==> src/rtl/fir_mac_accumulator.sv <==
`default_nettype none
// +--------------------------------------------------------------------------+
// | fir_mac_accumulator: two-stage MAC that sums 64 tap products per frame,  |
// | rounds half-up and saturates to Q1.15, with tap-sequence error checking. |
// | Revision: 1.0                                                            |
// +--------------------------------------------------------------------------+
module fir_mac_accumulator #(
  parameter int NUM_TAPS = 64,
  parameter int ACC_W    = 40
) (
  input  logic        clk,
  input  logic        rst,
  input  logic [5:0]  current_count,
  input  logic        phase_63,
  input  logic [15:0] input_mux,
  input  logic [15:0] coeff,
  output logic [15:0] o_filtered,
  output logic        o_valid,
  output logic        o_sat,
  output logic        o_seq_err
);

  localparam logic [5:0]              c_LAST_TAP = 6'(NUM_TAPS - 1);
  localparam logic signed [ACC_W-1:0] c_HALF     = ACC_W'(16384);
  localparam logic signed [ACC_W-1:0] c_POS_MAX  = ACC_W'(32767);
  localparam logic signed [ACC_W-1:0] c_NEG_MIN  = ACC_W'(-32768);
  localparam logic [0:0]              c_ST_IDLE  = 1'b0;
  localparam logic [0:0]              c_ST_RUN   = 1'b1;

  logic signed [31:0]      r_prod;
  logic [5:0]              r_cnt_d;
  logic                    r_ph_d;
  logic                    r_vld_d;
  logic signed [ACC_W-1:0] r_acc;
  logic [5:0]              r_prev_cnt;
  logic [0:0]              r_state;
  logic [0:0]              w_state_next;

  logic signed [ACC_W-1:0] w_prod_ext;
  logic signed [ACC_W-1:0] w_sum;
  logic signed [ACC_W-1:0] w_shifted;
  logic [5:0]              w_prev_inc;
  logic                    w_ph_err;
  logic                    w_cnt_err;
  logic                    w_seq_err;
  logic                    w_fire;
  logic                    w_clamped;
  logic [15:0]             w_result;

  // r_vld_d keeps the reset-cleared stage-1 contents from looking like tap 0.
  always_ff @(posedge clk or posedge rst) begin
    if (rst) begin
      r_prod  <= '0;
      r_cnt_d <= '0;
      r_ph_d  <= 1'b0;
      r_vld_d <= 1'b0;
    end else begin
      r_prod  <= $signed(input_mux) * $signed(coeff);
      r_cnt_d <= current_count;
      r_ph_d  <= phase_63;
      r_vld_d <= 1'b1;
    end
  end

  assign w_prod_ext = {{(ACC_W-32){r_prod[31]}}, r_prod};
  assign w_sum      = (r_cnt_d == 6'd0) ? w_prod_ext : (r_acc + w_prod_ext);
  assign w_shifted  = (w_sum + c_HALF) >>> 15;
  assign w_prev_inc = r_prev_cnt + 6'd1;

  assign w_ph_err  = r_vld_d && (r_ph_d != (r_cnt_d == c_LAST_TAP));
  assign w_cnt_err = r_vld_d && (r_state == c_ST_RUN) &&
                     ((r_cnt_d == 6'd0) ? (r_prev_cnt != c_LAST_TAP)
                                        : (r_cnt_d != w_prev_inc));
  assign w_seq_err = w_ph_err || w_cnt_err;

  always_comb begin
    w_clamped = 1'b0;
    w_result  = w_shifted[15:0];
    if (w_shifted > c_POS_MAX) begin
      w_clamped = 1'b1;
      w_result  = 16'h7FFF;
    end else if (w_shifted < c_NEG_MIN) begin
      w_clamped = 1'b1;
      w_result  = 16'h8000;
    end
  end

  always_ff @(posedge clk or posedge rst) begin
    if (rst) begin
      r_state <= c_ST_IDLE;
    end else begin
      r_state <= w_state_next;
    end
  end

  // A well-phased tap 0 always (re)starts a frame, even when it also flags an error.
  always_comb begin
    w_state_next = r_state;
    if (r_vld_d) begin
      if (w_ph_err) begin
        w_state_next = c_ST_IDLE;
      end else if (r_cnt_d == 6'd0) begin
        w_state_next = c_ST_RUN;
      end else if (w_cnt_err) begin
        w_state_next = c_ST_IDLE;
      end
    end
  end

  always_comb begin
    w_fire = 1'b0;
    if (r_vld_d && (r_state == c_ST_RUN) && (r_cnt_d == c_LAST_TAP) && !w_seq_err) begin
      w_fire = 1'b1;
    end
  end

  always_ff @(posedge clk or posedge rst) begin
    if (rst) begin
      r_acc      <= '0;
      r_prev_cnt <= '0;
    end else if (r_vld_d) begin
      r_acc      <= w_sum;
      r_prev_cnt <= r_cnt_d;
    end
  end

  always_ff @(posedge clk or posedge rst) begin
    if (rst) begin
      o_filtered <= '0;
      o_valid    <= 1'b0;
      o_sat      <= 1'b0;
      o_seq_err  <= 1'b0;
    end else begin
      o_valid   <= w_fire;
      o_sat     <= w_fire && w_clamped;
      o_seq_err <= w_seq_err;
      if (w_fire) begin
        o_filtered <= w_result;
      end
    end
  end

endmodule
`default_nettype wire

==> config.mk <==
export PLATFORM = sky130hd
export DESIGN_NAME = fir_mac_accumulator
export DESIGN_NICKNAME = d
export VERILOG_FILES = /design/src/rtl/fir_mac_accumulator.sv
export SDC_FILE = /design/constraint.sdc
export NUM_CORES = 1
export LEC_CHECK = 0
export CAP_MARGIN = 20
export CORE_MARGIN = 4
export CORE_UTILIZATION = 55
export CTS_CLUSTER_DIAMETER = 200
export DETAILED_ROUTE_END_ITERATION = 10
export PLACE_DENSITY = 0.73
export RECOVER_POWER = 25
export SKIP_LAST_GASP = 1
export SLEW_MARGIN = 20
export SYNTH_ARGS = -nofsm -noshare
export SYNTH_HDL_FRONTEND = slang
export SYNTH_SLANG_ARGS = --single-unit
==> constraint.sdc <==
create_clock -name clk -period 9.7 [get_ports clk]
set_input_delay 1.94 -clock clk [delete_from_list [all_inputs] [get_ports clk]]
set_output_delay 1.94 -clock clk [all_outputs]
set_load 0.02 [all_outputs]
==> results of run 1 <==
routing by layer:
| layer | up-vias | track usage | routed length (µm) |
|---|---|---|---|
| li1 | 6338 | - | - |
| met1 | 6667 | 0.337 | 18000 |
| met2 | 397 | 0.411 | 19200 |
| met3 | 65 | 0.0318 | 2200 |
| met4 | 0 | 0.0678 | 976 |
| met5 | - | 0 | 0 |
sequential cells by signal (all words and copies together) (netlist names):
register    cells
o_filtered     16
o_sat           1
o_seq_err       1
o_valid         1
r_acc          40
r_cnt_d         6
r_ph_d          1
r_prev_cnt      6
r_prod         32
r_state         1
r_vld_d         1
cells by family (layout without fill, tap and decap cells):
group                      Yosys count  after routing  synth area share
DFF                                106            106             0.154
AOI/OAI and AO/OA                  335            335             0.133
other                                1              1          0.000217
adders and majority gates          386            386             0.394
buffers and inverters              379            394            0.0832
and+or+nand+nor                    630            630             0.177
xor gates and xnor gates            80             80            0.0422
muxes                               27             27            0.0170
final cells by class:
type	instances	area, µm²
clock buffers	9	225
fillers	2676	12300
inverters	311	1170
well taps	396	495
repair buffers	69	658
clock inverters	5	40.0
multi-input cells	1459	13200
flip-flops and latches	106	2650
stage by stage:
step / setup slack [ns] / instances / hold WS [ns]
CTS: 1.34 / 2355 / 0.485
global route: 0.889 / 2355 / 0.526
global placement: 1.07 / 2341 / 0.468
detailed placement: 0.955 / 2341 / 0.468
floorplan: 1.92 / 1944 / 0.485
finish: 1.27 / 2355 / 0.482
critical path, delay by kind of cell:
family / cells / cell delay (ns)
xor+xnor: 1 / 0.13
compound gates: 8 / 1.69
buf+inv: 4 / 1.03
fa+ha+maj: 7 / 3.40
simple gates: 3 / 0.48
cells in the final DEF, fill, tap and decap left out, types with 7 or more instances in the layout:
cell	count
mux2_2	18
xnor2_1	55
o31ai_1	20
a31oi_1	24
dlygate4sd3_1	8
buf_4	8
nand2b_1	20
o21a_1	15
and3_1	17
a21o_1	29
nor3_1	25
o21bai_1	12
nand2_1	240
clkdlybuf4s50_1	51
xor2_1	23
mux2i_1	9
clkbuf_16	9
or3_1	12
o211ai_1	15
a211oi_1	7
nor2b_1	9
inv_1	309
a21oi_1	97
and2_1	117
nand4_1	9
fa_1	263
nor2_1	112
o21ai_0	51
dfrtp_1	105
nand3_1	34
ha_1	123
synthesized netlist by cell type (7+ instances only):
| cell type | count | area, µm² |
|---|---|---|
| dfrtp_1 | 106 | 2650 |
| inv_1 | 310 | 1160 |
| o211ai_1 | 15 | 113 |
| a211oi_1 | 7 | 52.6 |
| clkbuf_1 | 61 | 229 |
| and2_1 | 117 | 732 |
| nor2b_1 | 9 | 56.3 |
| o21bai_1 | 12 | 90.1 |
| o21a_1 | 15 | 113 |
| and3_1 | 18 | 113 |
| or3_1 | 12 | 75.1 |
| xor2_1 | 23 | 201 |
| o31ai_1 | 20 | 150 |
| nand3_1 | 34 | 170 |
| nand4_1 | 9 | 56.3 |
| a31oi_1 | 24 | 150 |
| mux2_2 | 18 | 203 |
| mux2i_1 | 9 | 90.1 |
| nor3_1 | 25 | 125 |
| xnor2_1 | 55 | 482 |
| a21o_1 | 29 | 218 |
| nand2b_1 | 20 | 125 |
| nor2_1 | 112 | 420 |
| o21ai_0 | 51 | 255 |
| fa_1 | 263 | 5270 |
| a21oi_1 | 97 | 485 |
| nand2_1 | 240 | 901 |
| ha_1 | 123 | 1540 |
final timing paths:
path / from / endpoint / slack (ns)
setup / recovery: input_mux[8] / r_prod[30] / 1.27
hold / removal: o_filtered[12] / o_filtered[12] / 0.48
setup reg to reg: r_cnt_d[1] / o_filtered[14] / 3.92
hold reg to reg: o_filtered[12] / o_filtered[12] / 0.48
max in group asynchronous: rst / r_vld_d / 5.57
min in group asynchronous: rst / r_acc[10] / 2.56
==> reports/metrics.cfg, run 1 <==
[cts]
clockBufferDepth = 2
cts_tree = built
cts_inserted_buffers = 9
cts_root_buffer = clkbuf_16
cts_setup_buffers = 0
ctsHoldBuffers = 0
worst_skew_pair.late_latency_ns = 0.36
clock_sinks = 106
ctsResizeCount = 0
clk_pin_slew_ns = 0.07
cts-htree-levels = 3

[timing]
fin_skew_ns = 0.0133
fin_crit_ns = 8.43
fmax_ghz = 0.119
hold_viol = 0
fin_crit_sh = 0.869
fin_setup_tns_ns = 0
final_max_slew_viol_count = 163
finalSetupViolCount = 0
worst_pin_slew_ns = 3.67
rsz0062_at_grt = no
slew-limit-headroom = -1.44

[critical_path]
worst-path-max-fanout = 16
worstSetupPathType = in -> reg
path_cells = clkdlybuf4s50_1 > nand2_1 > fa_1 > inv_1 > fa_1 > inv_1 > fa_1 > fa_1 > fa_1 > inv_1 > fa_1 > ha_1 > and3_1 > a21oi_1 > o21ai_0 > o211ai_1 > a41oi_1 > o21ai_0 > a21boi_0 > o2111ai_1 > nand3_1 > a31oi_1 > xnor2_1
cpMostUsedCell = fa_1
critPathMaxStageDelay_ns = 0.88
required_ns = 9.98
start_kind = primary input
endpoint_kind = register
reg2reg_depth = 12
worst-endpoint-arrival_ns = 8.70
critPathSlowestCell = clkdlybuf4s50_1

[status]
violations = max-capacitance violations, max-slew violations
status = finished, violations left

[route]
first_iter_violations = 850
routed_wl_um = 40300
ant_nets = 0
drc = 0
wl_per_cell_um = 17.1
routed_via_density = 5.72
dr_total_vias = 13500
drt_first_pass_iters = 6

[placed_design]
dp_hpwl_um = 32200
portBuffers = 59
dpl_cell_area_um2 = 18200
gp_congestion = 0.926

[final_layout]
final_nets = 2383
syn_to_final_growth_pct = 6.67
diodes = 0
final_util = 0.599
design_area_um2 = 18400
drive_gt1_frac = 0.0347

[synthesis]
yosysWarnings = 0
syn_area_um2 = 17300
ys_ff_latch = 106
synth-main-ff-cell = dfrtp_1
avgSynthCellArea_um2 = 8.88
async_reset_ff_frac = 1.00
synth_nets = 2371
synth_edf_count = 0
ys_seq_area_frac = 0.154
ys_types = 91
syn_inst = 1944

[job]
cap_viol_max_count = 3

[min_path]
hp-class = reg -> reg
min_delay_path_depth = 2

[grt]
grt_remaining_overflow = 0
track_usage = 0.245
grt_pass1_vias = 13800
grt_first_pass_wirelength_um = 68600
grt_start_max_net_pins = 80
antenna_found_initial = 0

[floorplan]
die_h_um = 185
fp.dieW_um = 185
start_util = 0.562
core_area_um2 = 30700
rows = 64
io_pins = 60
dieArea_um2 = 34300

Power of run 1 is not shown: default switching activity piles up to over one toggle a cycle in this logic, so the estimate is an artifact.
==> inputs of run 2 (changes only) <==
CTS_CLUSTER_SIZE = 12   (was default)
SLEW_MARGIN = default   (was 20)
==> results of run 2 <==
Same layout as run 1: the final DEF is identical, and so are final timing and power.
Power of run 2 is left out for the same reason.
